## config.mk

```make
export PLATFORM = sky130hd
export DESIGN_NAME = dft_trace_streamer
export DESIGN_NICKNAME = d
export VERILOG_FILES = /design/src/rtl/dft_trace_streamer.sv
export SDC_FILE = /design/constraint.sdc
export NUM_CORES = 1
export LEC_CHECK = 0
export CAP_MARGIN = 10
export CORE_ASPECT_RATIO = 1.4
export CORE_MARGIN = 4
export CORE_UTILIZATION = 40
export CTS_CLUSTER_SIZE = 14
export DETAILED_ROUTE_END_ITERATION = 10
export DONT_BUFFER_PORTS = 1
export MAX_ROUTING_LAYER = met4
export SLEW_MARGIN = 30
export SYNTH_ARGS = -nofsm -noshare
export SYNTH_HDL_FRONTEND = slang
export SYNTH_SLANG_ARGS = --single-unit
export TNS_END_PERCENT = 30
```

## constraint.sdc

```tcl
create_clock -name clk -period 16.6 [get_ports clk]
set_input_delay 0.83 -clock clk [delete_from_list [all_inputs] [get_ports clk]]
set_output_delay 0.83 -clock clk [all_outputs]
set_load 0.05 [all_outputs]
```

## src/rtl/dft_trace_streamer.sv

```systemverilog
`default_nettype none
// ============================================================================
// Module      : dft_trace_streamer
// Description : Buffers register-write trace events from the core's DFT
//               outputs in a record FIFO and serialises each record as a
//               framed byte stream (sync byte, PC, Address, Data; MSB first)
//               towards a byte UART using a wr/busy handshake. Events that
//               arrive while the FIFO is full are counted, not lost silently.
// Revision    : 1.0 - initial release
// ============================================================================
module dft_trace_streamer #(
  parameter int         BIT_WIDTH  = 32,
  parameter int         FIFO_DEPTH = 8,
  parameter logic [7:0] SYNC_BYTE  = 8'hA5
) (
  input  logic                          clk,
  input  logic                          rst,
  input  logic                          trace_en,
  input  logic                          RegWrite,
  input  logic [BIT_WIDTH-1:0]          PC,
  input  logic [BIT_WIDTH-1:0]          Address,
  input  logic [BIT_WIDTH-1:0]          Data,
  input  logic                          uart_busy,
  output logic                          uart_wr_i,
  output logic [7:0]                    uart_dat_i,
  output logic [$clog2(FIFO_DEPTH):0]   fifo_level,
  output logic [7:0]                    drop_count,
  output logic                          idle
);

  localparam int c_BYTES   = BIT_WIDTH / 8;
  localparam int c_NBYTES  = 1 + 3 * c_BYTES;
  localparam int c_REC_W   = 3 * BIT_WIDTH;
  localparam int c_FRAME_W = 8 * c_NBYTES;
  localparam int c_PTR_W   = $clog2(FIFO_DEPTH);
  localparam int c_LVL_W   = c_PTR_W + 1;
  localparam int c_CNT_W   = $clog2(c_NBYTES);

  localparam logic [c_LVL_W-1:0] c_FULL_LVL = c_LVL_W'(FIFO_DEPTH);
  localparam logic [c_CNT_W-1:0] c_LAST_CNT = c_CNT_W'(c_NBYTES - 1);
  localparam logic [7:0]         c_DROP_MAX = 8'hFF;

  typedef enum logic [1:0] {
    S_IDLE  = 2'd0,
    S_ISSUE = 2'd1,
    S_GUARD = 2'd2,
    S_WAIT  = 2'd3
  } state_t;

  // Record storage and bookkeeping
  logic [c_REC_W-1:0]   r_mem [FIFO_DEPTH];
  logic [c_PTR_W-1:0]   r_wr_ptr;
  logic [c_PTR_W-1:0]   r_rd_ptr;
  logic [c_LVL_W-1:0]   r_fifo_level;
  logic [7:0]           r_drop_count;

  // Serializer state
  state_t               r_state;
  state_t               w_state_nxt;
  logic [c_FRAME_W-1:0] r_shift;
  logic [c_CNT_W-1:0]   r_byte_cnt;
  logic                 r_uart_wr;
  logic [7:0]           r_uart_dat;

  // Handshake/control strobes
  logic                 w_push_req;
  logic                 w_full;
  logic                 w_empty;
  logic                 w_push;
  logic                 w_drop;
  logic                 w_load;
  logic                 w_issue;
  logic                 w_advance;
  logic                 w_last_byte;

  assign w_push_req  = RegWrite && trace_en;
  assign w_full      = (r_fifo_level == c_FULL_LVL);
  assign w_empty     = (r_fifo_level == '0);
  assign w_last_byte = (r_byte_cnt == c_LAST_CNT);

  // A pop in the same cycle frees a slot, so a capture into a full FIFO is
  // still accepted when the serializer is taking a record out.
  assign w_push = w_push_req && (!w_full || w_load);
  assign w_drop = w_push_req && w_full && !w_load;

  // Serializer state register
  always_ff @(posedge clk or posedge rst) begin
    if (rst) begin
      r_state <= S_IDLE;
    end else begin
      r_state <= w_state_nxt;
    end
  end

  // Next-state decode and per-cycle control strobes
  always_comb begin
    w_state_nxt = r_state;
    w_load      = 1'b0;
    w_issue     = 1'b0;
    w_advance   = 1'b0;
    unique case (r_state)
      S_IDLE: begin
        if (!w_empty) begin
          w_load      = 1'b1;
          w_state_nxt = S_ISSUE;
        end
      end
      S_ISSUE: begin
        if (!uart_busy) begin
          w_issue     = 1'b1;
          w_state_nxt = S_GUARD;
        end
      end
      S_GUARD: begin
        // The UART raises busy one cycle after a write; skip that cycle
        // before trusting busy again.
        w_state_nxt = S_WAIT;
      end
      S_WAIT: begin
        if (!uart_busy) begin
          if (w_last_byte) begin
            w_state_nxt = S_IDLE;
          end else begin
            w_advance   = 1'b1;
            w_state_nxt = S_ISSUE;
          end
        end
      end
      default: begin
        w_state_nxt = S_IDLE;
      end
    endcase
  end

  // Record storage write port; contents need no reset
  always_ff @(posedge clk) begin
    if (w_push) begin
      r_mem[r_wr_ptr] <= {PC, Address, Data};
    end
  end

  // FIFO pointers, occupancy and saturating drop counter
  always_ff @(posedge clk or posedge rst) begin
    if (rst) begin
      r_wr_ptr     <= '0;
      r_rd_ptr     <= '0;
      r_fifo_level <= '0;
      r_drop_count <= '0;
    end else begin
      if (w_push) begin
        r_wr_ptr <= r_wr_ptr + c_PTR_W'(1);
      end
      if (w_load) begin
        r_rd_ptr <= r_rd_ptr + c_PTR_W'(1);
      end
      unique case ({w_push, w_load})
        2'b10:   r_fifo_level <= r_fifo_level + c_LVL_W'(1);
        2'b01:   r_fifo_level <= r_fifo_level - c_LVL_W'(1);
        default: r_fifo_level <= r_fifo_level;
      endcase
      if (w_drop && (r_drop_count != c_DROP_MAX)) begin
        r_drop_count <= r_drop_count + 8'd1;
      end
    end
  end

  // Frame shift register, byte counter and registered UART write port
  always_ff @(posedge clk or posedge rst) begin
    if (rst) begin
      r_shift    <= '0;
      r_byte_cnt <= '0;
      r_uart_wr  <= 1'b0;
      r_uart_dat <= 8'h00;
    end else begin
      r_uart_wr <= w_issue;
      if (w_issue) begin
        r_uart_dat <= r_shift[c_FRAME_W-1 -: 8];
      end
      if (w_load) begin
        r_shift    <= {SYNC_BYTE, r_mem[r_rd_ptr]};
        r_byte_cnt <= '0;
      end else if (w_advance) begin
        r_shift    <= {r_shift[c_FRAME_W-9:0], 8'h00};
        r_byte_cnt <= r_byte_cnt + c_CNT_W'(1);
      end
    end
  end

  assign uart_wr_i  = r_uart_wr;
  assign uart_dat_i = r_uart_dat;
  assign fifo_level = r_fifo_level;
  assign drop_count = r_drop_count;
  assign idle       = (r_state == S_IDLE) && w_empty;

endmodule
`default_nettype wire
```

* Yosys cells after proc, flatten, opt, wreduce, memory -nomap -nowiden
Memories as Yosys holds them, arrays and structs flattened.
Index checks and enable logic that the tools add are counted.
** Word-level totals
- Flip-flop bits (word level) :: 137
- Bits in writable memories :: 768
- Input bits :: 101
- Output and inout port bits :: 22
- Logic and storage cells :: 60
- Memories kept :: 1
** Memory list
- r_mem :: words 8, bits a word 96, read ports 1, clocked after memory_dff 0, write ports 1, line 51 : logic [c_REC_W-1:0] r_mem [FIFO_DEPTH];
** Cells by class
- Add/subtract/negate cells :: 6
- Equality and inequality tests :: 11
- Muxes and demuxes :: 19
- Reduce and logical (&&, ||, !) cells :: 14
** Operator list (number)
- 2-to-1 mux 104 bit :: 2
- 2-to-1 mux 1 bit :: 10
- adder 4 x 1 -> 4 bit (second input constant) :: 2
- adder 8 x 1 -> 8 bit (second input constant) :: 1
- equality test 4 bit (second input constant) :: 2
- 2-to-1 mux 4 bit :: 2
- inequality test 8 bit (second input constant) :: 1
- one-hot mux 2 bit (4 select lines) :: 1
- one-hot mux 4 bit (2 select lines) :: 1
- adder 3 x 1 -> 3 bit (second input constant) :: 2
- equality test 2 bit (second input constant) :: 3
- logical AND 1 bit :: 6
- 2-to-1 mux 2 bit :: 3
- inequality test 2 bit (second input constant) :: 3
- equality test 2 x 1 -> 1 bit (second input constant) :: 2
- logical NOT 4 bit :: 1
- nonzero test 2 bit :: 2
- subtractor 4 x 1 -> 4 bit (second input constant) :: 1
- AND reduction 3 bit :: 1
- logical NOT 1 bit :: 2
- logical NOT 2 bit :: 1
- logical OR 1 bit :: 1

* Longest topological paths before layout
Gate-level depths: netlist of the first run.
- Depth after elaboration :: 7
- Depth in mapped cells :: 9

* Worst setup path before layout of the first run
No wires, ideal clock.
- Path type :: register to register
- From :: register r_fifo_level[2], in the netlist fifo_level[2]
- To :: memory r_mem[0][0] (netlist name), enable pin
- Setup time :: 0.668 ns
- Arrival time :: 7.923 ns
- Setup slack :: 8.009 ns
- Cell stages (with the launch flop) :: 6
- Path through :: dfrtp_1 -> buf_2 -> nor4b_4 -> a21oi_1 -> nand2b_1 -> nor3_1
** Between the ends
- Cells in the longest elaborated chain, start to end :: 7
- Elaborated cells on any way between the ends :: 9
- Those cells by class :: eq/ne: 1; mux: 4; reduce/logical: 4
** RTL lines
- start: declaration :: line 54 : logic [c_LVL_W-1:0] r_fifo_level;
- start signal: assignment :: line 157 : 2'b10: r_fifo_level <= r_fifo_level + c_LVL_W'(1);
- start signal: assignment :: line 158 : 2'b01: r_fifo_level <= r_fifo_level - c_LVL_W'(1);
- start signal: assignment :: line 159 : default: r_fifo_level <= r_fifo_level;
- logical NOT 4 bit :: line 78 : assign w_empty = (r_fifo_level == '0);
- 2-to-1 mux 1 bit :: line 103 : if (!w_empty) begin
- 2-to-1 mux 1 bit :: line 101 : unique case (r_state)
- logical OR 1 bit * :: line 83 : assign w_push = w_push_req && (!w_full || w_load);
- logical AND 1 bit * :: line 83
- 2-to-1 mux 1 bit * :: line 137 : if (w_push) begin
- 2-to-1 mux 1 bit (implied by the code) * :: line 138 : r_mem[r_wr_ptr] <= {PC, Address, Data};
- end: declaration :: line 51
Every way passes the cells marked *; elsewhere a longest branch is shown, timed or not.

* Worst setup path in the final report of the first run
- From :: register r_fifo_level[0], in the netlist fifo_level[0]
- To :: memory r_mem[1][87] (netlist name), enable pin
Same word-level chain as after synthesis.

==> results of run 1 <==
[metrics by stage]
step | hold WS (ns) | area [um2] | total power [mW]
floorplan | 0.456 | 34800 | 4.29
global placement | 0.484 | 36100 | 4.70
detailed placement | 0.488 | 36100 | 4.74
CTS | 0.225 | 38800 | 6.62
global route | 0.162 | 38800 | 6.86
finish | 0.115 | 38800 | 6.53
[synthesized netlist by cell type (3+ instances only)]
cell type    n  area (um2)
a21oi_1     97         485
a221o_1      7        70.1
a22oi_1     89         668
and2_1       3        18.8
and3_1       9        56.3
buf_1        8        30.0
buf_2       36         180
buf_4       19         143
buf_6        6        67.6
clkbuf_1    32         120
dfrtp_1    137        3430
edfxtp_1   768       23100
ha_1        10         125
inv_1        8        30.0
mux2_2      11         124
mux2i_1     90         901
mux4_2     192        4320
nand2_1    128         480
nand2b_1     6        37.5
nand3_1     10        50.1
nor2_1      14        52.6
nor3_1       3        15.0
nor4_1       3        18.8
xnor2_1      5        43.8
xor2_1       8        70.1
[worst max-delay path: cells and delay by family, from the launching register on]
family,cells,cell delay [ns]
flip-flops,1,0.94
buffers and inverters,2,1.51
AO/OA/AOI/OAI,1,0.44
AND/OR/NAND/NOR,3,0.68
[cell families after synthesis]
kind of cell,after synthesis
fa+ha+maj,10
xor+xnor,13
buf+inv,109
flops,905
compound gates,206
mux,293
simple gates,187
[power groups by stage]
stage                     logic [mW]  clock network [mW]  registers, mW
after CTS                       1.65                1.93           3.04
after global placement          1.62                   0           3.08
after detailed placement        1.65                   0           3.09
after global routing            1.76                2.03           3.07
final                           1.61                1.89           3.04
after floorplan                 1.34                   0           2.95
[final cells by class]
| cell class | instances | area, um2 |
|---|---|---|
| Inverter | 8 | 37.5 |
| Multi-Input combinational cell | 709 | 7850 |
| Timing Repair Buffer | 32 | 294 |
| Sequential cell | 905 | 26500 |
| Antenna cell | 1 | 2.50 |
| Clock inverter | 38 | 360 |
| Clock buffer | 116 | 2310 |
| Tap cell | 1161 | 1450 |
| Fill cell | 7153 | 47200 |
[per-layer routing]
metal,GRT usage [%],vias up
li1,-,7027
met1,20.4,8766
met2,29.2,385
met3,4.38,99
met4,4.73,0
met5,-,-
[state kept, by name, summed over array words and instances, names as in the netlist]
name,cells
r_shift,104
uart_dat_i,8
fifo_level,4
r_rd_ptr,3
r_wr_ptr,3
uart_wr_i,1
r_mem,768
drop_count,8
r_state,2
r_byte_cnt,4
[worst min path at each step]
stage,cells after the start,to,from
CTS,1,r_shift[8],rst
floorplan,1,r_shift[3],r_shift[3]
global route,1,r_shift[8],rst
finish,1,r_shift[8],rst
global placement,2,r_shift[101],r_shift[101]
detailed placement,2,r_shift[101],r_shift[101]
==> impl_metrics.yaml, run 1 <==
status:
  status: "finished clean"
cts:
  cts.hold.buffers_added: 0
  tritoncts: "done"
  worstSkewPairLatency_ns: 0.66
  cts_buffers: 85
  clockBufferDepth: 3
  clk_pin_slew_ns: 0.06
  h-tree-depth: 3
  cts.sinks: 905
  cts_root_buf: "clkbuf_16"
  postCtsSetupRepairBufs: 0
  cts_resized: 0
yosys:
  synth_fa_ha_area_share_pct: 0.359
  syn-num-nets: 1834
  ys_types: 45
  ys_seq_area_share_pct: 76.0
  synth_top_family_by_area: "multiplexers"
  synth_compound_area_share_pct: 3.85
  yosys.area_share.simple_pct: 2.45
  synth_xor_area_share_pct: 0.327
  synth-main-ff-cell: "edfxtp_1"
  yosys_warnings: 0
  synth-edff-count: 768
  syn-instance-count: 1723
  muxShareOfSynthArea_pct: 15.4
  syn_area_per_cell_um2: 20.2
  netlist_area_um2: 34800
  synth-seq-cells: 905
  async_flop_share_pct: 15.1
floorplanning:
  die_w_um: 257
  io_pins: 123
  die_h_um: 357
  die_area_um2: 92000
  start_util_pct: 40.5
  core-area_um2: 86000
  rows: 127
layout:
  fin_nets: 1852
  final_cell_mix: "edfxtp_1 (768), mux4_2 (192), dfrtp_1 (134)"
  drive_gt1_share_pct: 20.8
  final_cells: 2970
  final_util_pct: 45.2
  layout_commonest_cell: "edfxtp_1"
  syn_to_final_growth_pct: 11.4
power:
  clock_power_share_pct: 28.9
  ir_drop_uv: 87.3
  p_sw_share_pct: 30.3
  power.internal_mw: 4.55
  total_leakage_power_nw: 13.0
  seq_power_share_pct: 46.5
  combPwrFrac_pct: 24.7
  power.switching_mw: 1.98
  p_per_area_nw_per_um2: 168
global_routing:
  gr-usage-all-layers_pct: 17.1
  grt_pass1_wl_um: 115000
  grt_pass1_vias: 17400
  grt-ovfl-total: 0
  grt_max_degree: 88
  antenna_found_initial: 0
sta:
  rsz0062_at_grt: "false"
  worst_slew_pin_slew_ns: 0.985
  worst_clock_skew_ns: 0.0224
  finalHoldViolCount: 0
  final_max_slew_viol_count: 0
  clock.fmax_mhz: 249
  period_minus_slack_ns: 4.02
  slew_headroom_pct: 34.3
  finalSetupViolCount: 0
  finalSetupTns_ns: 0
  fin_ws_ns: 12.58
  period_share_pct: 24.2
critical_path:
  cp-end-kind: "flop"
  cpPeakStageDelay_ns: 0.94
  critical_path.max_fanout: 51
  reg2reg_to: "r_mem[1][87]"
  slowest_stage: "dfrtp_1"
  endpoint: "r_mem[1][87]"
  path_common_cell: "buf_4"
  crit_type: "flop to flop"
  worstSetupStartpointType: "flop"
  crit_arrival_ns: 4.29
  required_ns: 16.87
  r2r_slack_ns: 12.58
  cp_cell_sequence: "nor4b_4, a21oi_1, nand2_1, nor3_2, buf_4, buf_4"
  critPathLaunch: "fifo_level[0]"
  reg2regPathDepth: 6
  r2r-start: "fifo_level[0]"
detailed_routing:
  ant_nets: 0
  wl_met3_um: 4840
  viasPerCell: 5.48
  top_layer: "met4"
  wl_met2_um: 40100
  wl_met1_um: 29500
  first_pass_iters: 5
  detail_route.wl_per_cell_um: 25.6
  drt-total-wl_um: 76200
  drc: 0
  vias: 16300
  drt-initial-drc-count: 1304
job:
  cap_violations: 0
hold_path:
  min_path_type: "primary input to asynchronous set/reset pin"
place:
  gp_congestion: 0.731
  dpl.hpwl_um: 41800
  dpl_worst_slack_ns: 12.54
  dp_cells: 2815
  port_buffers: 0
Power figures use the tool's default switching activity.
==> run 2, diff against run 1 <==
==> constraint.sdc (replaced) <==
create_clock -name clk -period 3.6 [get_ports clk]
set_input_delay 0.18 -clock clk [delete_from_list [all_inputs] [get_ports clk]]
set_output_delay 0.18 -clock clk [all_outputs]
set_load 0.05 [all_outputs]
==> run 2 against run 1 <==
  * Maximum frequency is 49% higher
  * Sequential power grew to 4.6 times the previous value
  * Global-route usage is 0.098 points lower
  * Count of clock-buffer cells in the layout is 16 lower
  * Critical endpoint is now r_shift[26]
  * Largest power group unchanged
==> impl_metrics.yaml, run 2 (synthesized netlist as in run 1, its figures left out) <==
status:
  status: "finished clean"
floorplanning:
  core-area_um2: 86000
  rows: 127
  start_util_pct: 40.5
  die_area_um2: 92000
  io_pins: 123
  die_w_um: 257
  die_h_um: 357
place:
  gp_congestion: 0.775
  port_buffers: 0
  dp_cells: 2837
  dpl.hpwl_um: 42800
power:
  total_leakage_power_nw: 13.7
  ir_drop_uv: 453
  p_per_area_nw_per_um2: 762
sta:
  finalHoldViolCount: 0
  finalSetupViolCount: 0
  worst_clock_skew_ns: 0.0249
  rsz0062_at_grt: "false"
  worst_slew_pin_slew_ns: 0.977
  period_share_pct: 75.0
  clock.fmax_mhz: 370
  slew_headroom_pct: 34.9
  final_max_slew_viol_count: 0
  period_minus_slack_ns: 2.70
  finalSetupTns_ns: 0
cts:
  worstSkewPairLatency_ns: 0.64
  clk_pin_slew_ns: 0.07
  postCtsSetupRepairBufs: 0
  cts_buffers: 86
  h-tree-depth: 3
  clockBufferDepth: 3
  tritoncts: "done"
  cts.sinks: 905
  cts_root_buf: "clkbuf_16"
job:
  cap_violations: 0
global_routing:
  grt_pass1_vias: 18000
  met3_usage_pct: 2.85
  grt_util_met1_pct: 21.2
  antenna_found_initial: 12
  gr-usage-all-layers_pct: 17.0
  grt-ovfl-total: 0
  grt_pass1_wl_um: 115000
  use_met2_pct: 28.8
  grt-busiest-layer: "met2"
  grt_max_degree: 98
hold_path:
  hold_depth: 3
  hp-start: "RegWrite"
  min_path_type: "primary input to flop"
layout:
  multi_input_area_um2: 7910
  final_cell_mix: "edfxtp_1 (768), mux4_2 (192), dfrtp_1 (130)"
  drive_gt1_share_pct: 21.5
  reg_top3: "r_mem (768), r_shift (104)"
  nFillCells: 7122
  fin_nets: 1976
  layout_commonest_cell: "edfxtp_1"
  largest_reg_flops: 768
  regArea_um2: 26500
  final_cells: 3107
  top_register: "r_mem"
  syn_to_final_growth_pct: 16.2
detailed_routing:
  drc: 0
  viasPerCell: 5.38
  first_pass_iters: 5
  ant_nets: 0
  drt-total-wl_um: 75500
  vias: 16700
  drt-initial-drc-count: 1265
  detail_route.wl_per_cell_um: 24.3
critical_path:
  reg2regPathDepth: 6
  critical_path.max_fanout: 46
  r2r-start: "r_state[0]"
  crit_type: "flop to flop"
  crit_arrival_ns: 3.25
  cp-end-kind: "flop"
  critPathLaunch: "r_state[0]"
  r2r_slack_ns: 0.90
  worstSetupStartpointType: "flop"
  required_ns: 4.15
==> run 2: critical path, stage by stage (launching register included) <==
cell and delay, ns:
dfrtp_1 0.39, ha_1 0.22, nor2b_1 0.48, and2_4 0.57
buf_4 0.54, a21oi_1 0.15, a22oi_1 0.21
==> run 2: per-layer routing <==
layer	wire length (um)	part of all wire, %
met5	0	0
met4	1960	2.6
met3	3730	4.9
met2	39100	52
met1	30700	41
==> run 2: area by class of cell <==
class | instances | area share, %
inverter | 8 | 0.0927
multi-input combinational | 709 | 19.5
clock inverter | 56 | 1.23
tap | 1161 | 3.59
clock buffer | 100 | 5.57
sequential | 905 | 65.5
timing repair buffer | 155 | 4.43
antenna | 13 | 0.0803
==> run 2: final timing paths <==
check,to
setup / recovery,r_shift[26]
hold / removal,fifo_level[1]
setup reg to reg,r_shift[26]
hold reg to reg,r_shift[96]
max in group asynchronous,r_shift[49]
min in group asynchronous,r_shift[10]
==> run 2: stage by stage <==
step | cell area, um2 | total power, mW | hold slack [ns] | worst slack (ns) | util [%]
global route | 40500 | 32.4 | 0.0548 | 0.713 | 47.1
CTS | 40400 | 31.3 | 0.00905 | 0.766 | 47.0
global placement | 36700 | 22.0 | 0.279 | 0.847 | 42.7
detailed placement | 36700 | 22.2 | 0.279 | 0.817 | 42.7
finish | 40500 | 30.9 | 0.0491 | 0.900 | 47.1
floorplan | 34900 | 19.8 | 0.279 | -0.563 | -
==> run 2: repair_timing <==
item                                   in CTS  in global routing
hold buffers                              100                  0
endpoints found under the hold margin     870                  0
resized for setup                           0                  0
==> run 2: power breakdown <==
| group | internal, mW | leakage (nW) | switching (mW) |
|---|---|---|---|
| logic | 3.77 | 3.79 | 4.24 |
| registers | 12.7 | 8.55 | 1.28 |
| clock network | 5.06 | 1.35 | 3.79 |
